[config.mk]
export PLATFORM = sky130hd
export DESIGN_NAME = uart_tx_param
export DESIGN_NICKNAME = d
export VERILOG_FILES = /design/src/rtl/uart_tx_param.sv
export SDC_FILE = /design/constraint.sdc
export NUM_CORES = 1
export LEC_CHECK = 0
export BUFFER_PORTS_ARGS = -buffer_cell sky130_fd_sc_hd__clkbuf_2
export CORE_UTILIZATION = 50
export DETAILED_ROUTE_END_ITERATION = 6
export GPL_TIMING_DRIVEN = 0
export PLACE_DENSITY = 0.68
export SLEW_MARGIN = 30
export SYNTH_ARGS = -nofsm -noshare
export SYNTH_HDL_FRONTEND = slang
export SYNTH_SLANG_ARGS = --single-unit
export TNS_END_PERCENT = 20
[constraint.sdc]
create_clock -name clk -period 2.9 [get_ports clk]
set_input_delay 0.145 -clock clk [delete_from_list [all_inputs] [get_ports clk]]
set_output_delay 0.145 -clock clk [all_outputs]
set_load 0.02 [all_outputs]
[src/rtl/uart_tx_param.sv]
// Parametrised UART transmitter with an input FIFO: configurable data width,
// parity, stop bits and baud rate; serial output idles high.
module uart_tx_param #(
  parameter int CLK_FREQ   = 50000000,
  parameter int BAUD       = 115200,
  parameter int DATA_BITS  = 8,
  parameter int PARITY     = 0,
  parameter int STOP_BITS  = 1,
  parameter int FIFO_DEPTH = 4
) (
  input  logic                 clk,
  input  logic                 rst,
  input  logic                 tx_start,
  input  logic [DATA_BITS-1:0] data,
  output logic                 tx,
  output logic                 tx_busy,
  output logic                 tx_done,
  output logic                 fifo_full,
  output logic                 fifo_empty,
  output logic                 overflow
);

  localparam int CPB       = CLK_FREQ / BAUD;
  localparam int STOP_CLKS = STOP_BITS * CPB;
  localparam int CW        = $clog2(STOP_CLKS);
  localparam int AW        = $clog2(FIFO_DEPTH);
  localparam int BW        = $clog2(DATA_BITS);

  typedef enum logic [2:0] {IDLE, START, DATA, PAR, STOP} state_t;

  state_t               state, state_n;
  logic [CW-1:0]        cnt, cnt_n;
  logic [BW-1:0]        bidx, bidx_n;
  logic [DATA_BITS-1:0] shreg, shreg_n;
  logic                 par, par_n;
  logic                 tx_n, done_n;

  logic [DATA_BITS-1:0] mem [FIFO_DEPTH];
  logic [AW:0]          wptr, rptr;
  logic [DATA_BITS-1:0] head;
  logic                 push, pop;
  logic                 last_bit, last_stop;

  // Extra pointer MSB distinguishes full from empty when the indices match.
  assign fifo_empty = (wptr == rptr);
  assign fifo_full  = (wptr[AW] != rptr[AW]) && (wptr[AW-1:0] == rptr[AW-1:0]);
  assign head       = mem[rptr[AW-1:0]];
  assign push       = tx_start & ~fifo_full;
  assign pop        = (state == IDLE) & ~fifo_empty;
  assign tx_busy    = (state != IDLE) | ~fifo_empty;

  assign last_bit   = (cnt == CW'(CPB - 1));
  assign last_stop  = (cnt == CW'(STOP_CLKS - 1));

  always_ff @(posedge clk) begin
    if (push) mem[wptr[AW-1:0]] <= data;
  end

  always_ff @(posedge clk) begin
    if (rst) begin
      wptr     <= '0;
      rptr     <= '0;
      overflow <= 1'b0;
    end else begin
      if (push) wptr <= wptr + (AW+1)'(1);
      if (pop)  rptr <= rptr + (AW+1)'(1);
      overflow <= tx_start & fifo_full;
    end
  end

  always_ff @(posedge clk) begin
    if (rst) begin
      state   <= IDLE;
      cnt     <= '0;
      bidx    <= '0;
      shreg   <= '0;
      par     <= 1'b0;
      tx      <= 1'b1;
      tx_done <= 1'b0;
    end else begin
      state   <= state_n;
      cnt     <= cnt_n;
      bidx    <= bidx_n;
      shreg   <= shreg_n;
      par     <= par_n;
      tx      <= tx_n;
      tx_done <= done_n;
    end
  end

  always_comb begin
    state_n = state;
    cnt_n   = cnt + CW'(1);
    bidx_n  = bidx;
    shreg_n = shreg;
    par_n   = par;
    done_n  = 1'b0;
    case (state)
      IDLE: begin
        cnt_n = '0;
        if (!fifo_empty) begin
          state_n = START;
          shreg_n = head;
          par_n   = (PARITY == 1) ? ~^head : ^head;
        end
      end
      START: begin
        if (last_bit) begin
          state_n = DATA;
          cnt_n   = '0;
          bidx_n  = '0;
        end
      end
      DATA: begin
        if (last_bit) begin
          cnt_n   = '0;
          shreg_n = shreg >> 1;
          if (bidx == BW'(DATA_BITS - 1)) state_n = (PARITY != 0) ? PAR : STOP;
          else bidx_n = bidx + BW'(1);
        end
      end
      PAR: begin
        if (last_bit) begin
          state_n = STOP;
          cnt_n   = '0;
        end
      end
      STOP: begin
        if (last_stop) begin
          state_n = IDLE;
          cnt_n   = '0;
          done_n  = 1'b1;
        end
      end
      default: begin
        state_n = IDLE;
        cnt_n   = '0;
      end
    endcase
  end

  // tx is registered from the next state so the line changes on the same edge as the FSM.
  always_comb begin
    tx_n = 1'b1;
    case (state_n)
      START:   tx_n = 1'b0;
      DATA:    tx_n = shreg_n[0];
      PAR:     tx_n = par_n;
      default: tx_n = 1'b1;
    endcase
  end

endmodule

==> impl_summary.md <==
Outcome
The run finished with clean final reports.

Clock tree
The insertion delay of the later-clocked pin in the worst-skew pair is about 0.33 ns. The number of clock buffers added by TritonCTS is 9. CTS saw 67 sinks. The quantity of hold-fixing buffers added after cts is 0. The number of H-tree levels is 3. Clock-pin slew was measured on the worst setup and hold paths at 0.07 ns. The maximum clock insertion buffer count is 2. TritonCTS built the clock tree. The root buffer cell chosen for the clock tree is clkbuf_8. The number of setup buffers added after CTS is 0. The number of gates resized after CTS was 0.

Route
The average routed wire per standard cell is 15.0 microns. For this block, the initial DRC count from the detailed router was 150. Detailed routing inserted a total of 1751 vias. The final routed wirelength across all metal layers is between 4 and 5 mm. The detail route stage leaves a number of antenna-violating nets equal to 0. The DRC violation count after routing is 0.

The mean number of vias per cell is 5.37. The pre-antenna-repair detailed-routing pass consisted of 4 iterations.

Timing
The tightest slew margin relative to the limit is 0.490. The number of max-slew violations in the final report was 0. The final setup TNS is 0 ns. Static timing analysis puts the maximum clock frequency at 488 MHz. The worst path needs 2.05 ns of the cycle, external delays included. The count of endpoints failing hold in the final timing report is 0. The final worst clock skew is 0.00656 ns. The worst-margin pin slew is between 0.7 and 0.8 ns. The total of endpoints with negative setup slack in the final report is 0. Dividing the final minimum period by the clock period gives 0.707. Setup repair after global routing left no endpoint under its margin. The post-layout worst setup margin is 0.850 ns.

Placement
The detailed-placement wirelength estimate is 3.45 mm. The weighted congestion at the end of routability-driven global placement is 0.799. OpenSTA, run right after detailed placement, puts the worst setup slack at 0.825 ns. Buffers placed on the I/O ports in this run total 15.

Critical path
The maximum single-stage delay on the critical path is 0.57 ns. STA classifies the critical path endpoint as a register. The signal on the critical path passes through or4b_4, nor3_1, o21ai_2, a222oi_1, o221ai_2. The worst setup path is of the register to register kind. The slowest library cell on the worst path is or4b_4. The worst setup path is launched from a register.

The cell family contributing the most delay on the critical path is simple AND/OR/NAND/NOR gates. Counting both buffers and inverters, the worst setup path holds a total of 0. Data on the critical path is required at its endpoint by 3.09 ns. The data arrival time of the critical path is 2.24 ns. The highest net fanout along the worst path is 8.

Die
The floorplan die width is just under 80 microns. During I/O placement, the number of pins put on the boundary was 17. The chip height is slightly below 80 microns. The floorplan has 26 rows. The effective utilization at floorplan is 0.536.

The die covers slightly below 0.006 sq mm. The core region is 0.00527 sq mm.

Finish
The proportion of layout cells with a drive suffix above 1 is 0.176. For this run, the share of the core covered by cells in the final layout is 0.605. In the final design database the tool counted between 200 and 300 nets.

The count of inserted antenna diode cells is 0. In the final layout, flip-flops and latches occupy 0.00166 sq mm. The area growth from synthesis to layout is 13.0%. Summing all multi-input logic gate instances after layout gives 0.00109 sq mm. Counting the fill cells in the layout gives 454.

Logic synthesis
The sequential-to-total area share from yosys stat is 0.588. The top flip-flop cell by instance count after synthesis is dfxtp_1. The fraction of synthesis flops using an asynchronous set or reset pin is 0. The post-synthesis area per instance is 12.6 sq um. The number of synthesized register bits is 67. The total nets after synthesis is around 250. The number of synthesized flops with an enable pin is 32. In this run the cell area of the synthesized design comes to between 0.002 and 0.003 sq mm. The Yosys step of the flow raised 0 warnings.

Synthesis produced a netlist whose cell count is 225. The number of library cell types mapped by synthesis is 41.

Pwr
In this run the power spent charging and discharging nets is 0.855 mW. Of the total power, the share spent switching nets is 0.305. VDD sags by at most 532 uV.

The total internal power is 1.95 mW. The share of total power dissipated in combinational logic is 0.306. Summed over all cells, the static leakage comes to 1.14 nW. The power per unit of standard cell area is 878 mW/mm^2.

The relative contribution of the clock network to total power is 0.276. Total power for the finished layout comes to 2.80 mW. The sequential group share of total power is 0.418.

Global routing
Entering global routing, the biggest net connects 12 pins. The initial antenna violation count was 0. For this run, the total global-route usage over all layers was measured as 0.184. The number of global-route vias before repair is 1713. The global-route wire length before repair is 8.20 mm. The final global-route overflow total is 0.

Hold path
The worst hold path belongs to the class primary input to register.

Run
The count of maximum capacitance violations is 0.
worst paths after layout:
check / from / endpoint / slack, ns / depth (start not counted)
max: cnt[2]$_SDFF_PP0_ / tx$_SDFF_PP1_ / 0.85 / 5
min: data[2] / mem[2][2]$_DFFE_PP_ / 0.04 / 1
max reg2reg: cnt[2]$_SDFF_PP0_ / tx$_SDFF_PP1_ / 0.85 / 5
min reg2reg: cnt[0]$_SDFF_PP0_ / cnt[0]$_SDFF_PP0_ / 0.48 / 1
routing by layer:
metal / up-vias / wire length (microns) / track usage
met3: 7 / 97 / 0.0357
met4: 0 / 85 / 0.0962
met1: 849 / 2340 / 0.242
met2: 19 / 2360 / 0.288
li1: 876 / - / -
met5: - / 0 / 0
power groups by stage:
stage | clock network, mW | registers (mW) | logic (mW)
after floorplan | 0 | 1.18 | 0.692
after global placement | 0 | 1.19 | 0.861
after detailed placement | 0 | 1.19 | 0.870
after CTS | 0.782 | 1.17 | 0.874
after global routing | 0.830 | 1.18 | 0.959
final | 0.773 | 1.17 | 0.857
Yosys cell counts, drive strengths merged, types with 5 or more instances:
master | count | area (sq um)
inv | 6 | 22.5
dfxtp | 35 | 701
nor2 | 46 | 189
nand2 | 5 | 18.8
a222oi | 7 | 70.1
edfxtp | 32 | 961
mux4 | 8 | 180
xnor2 | 18 | 158
a31oi | 5 | 31.3
clkbuf | 5 | 18.8
nor3 | 5 | 36.3
ha | 9 | 113
final cells by class:
cell class | instances | area share
timing repair buffer | 15 | 0.0235
clock inverter | 4 | 0.0153
clock buffer | 12 | 0.0486
sequential | 67 | 0.521
buffer | 9 | 0.0145
inverter | 6 | 0.00706
tap | 70 | 0.0275
multi-input combinational | 143 | 0.343
sequential cells by signal, indices dropped and copies added (netlist names), named ones only:
register	count
bidx	3
cnt	9
mem	32
overflow	1
par	1
rptr	3
shreg	8
state	3
tx	1
tx_done	1
wptr	3
worst register-to-register path, delay by kind of cell (launching register included):
family	cells	cell delay, ns
and+or+nand+nor	2	0.82
AOI/OAI and AO/OA	3	0.74
DFF	1	0.35
through the flow:
stage | area (sq um) | instances | hold WS (ns)
finish | 3190 | 326 | 0.0407
global route | 3190 | 326 | 0.0334
CTS | 3190 | 326 | 0.0289
detailed placement | 2990 | 310 | 0.372
global placement | 2990 | 310 | 0.367
floorplan | 2820 | 225 | 0.244
cell usage in the layout (no fill, tap or decap), types with 5 or more instances in the layout:
cell type	instances
a31oi_1	5
clkbuf_1	6
clkbuf_2	15
xnor2_1	18
a222oi_1	7
edfxtp_1	32
clkbuf_8	11
inv_1	6
nand2_1	5
ha_1	9
mux4_2	8
dfxtp_1	35
nor2_1	45
logic make-up after synthesis:
logic type | count (synthesis) | share of synthesized area
AND/OR/NAND/NOR | 76 | 0.133
adder cells (fa/ha/maj) | 9 | 0.0399
multiplexers | 10 | 0.0709
XOR/XNOR | 22 | 0.0682
AO/OA/AOI/OAI | 26 | 0.0753
flip-flops | 67 | 0.588
buffers and inverters | 15 | 0.0244
Power figures use the tool's default switching activity.
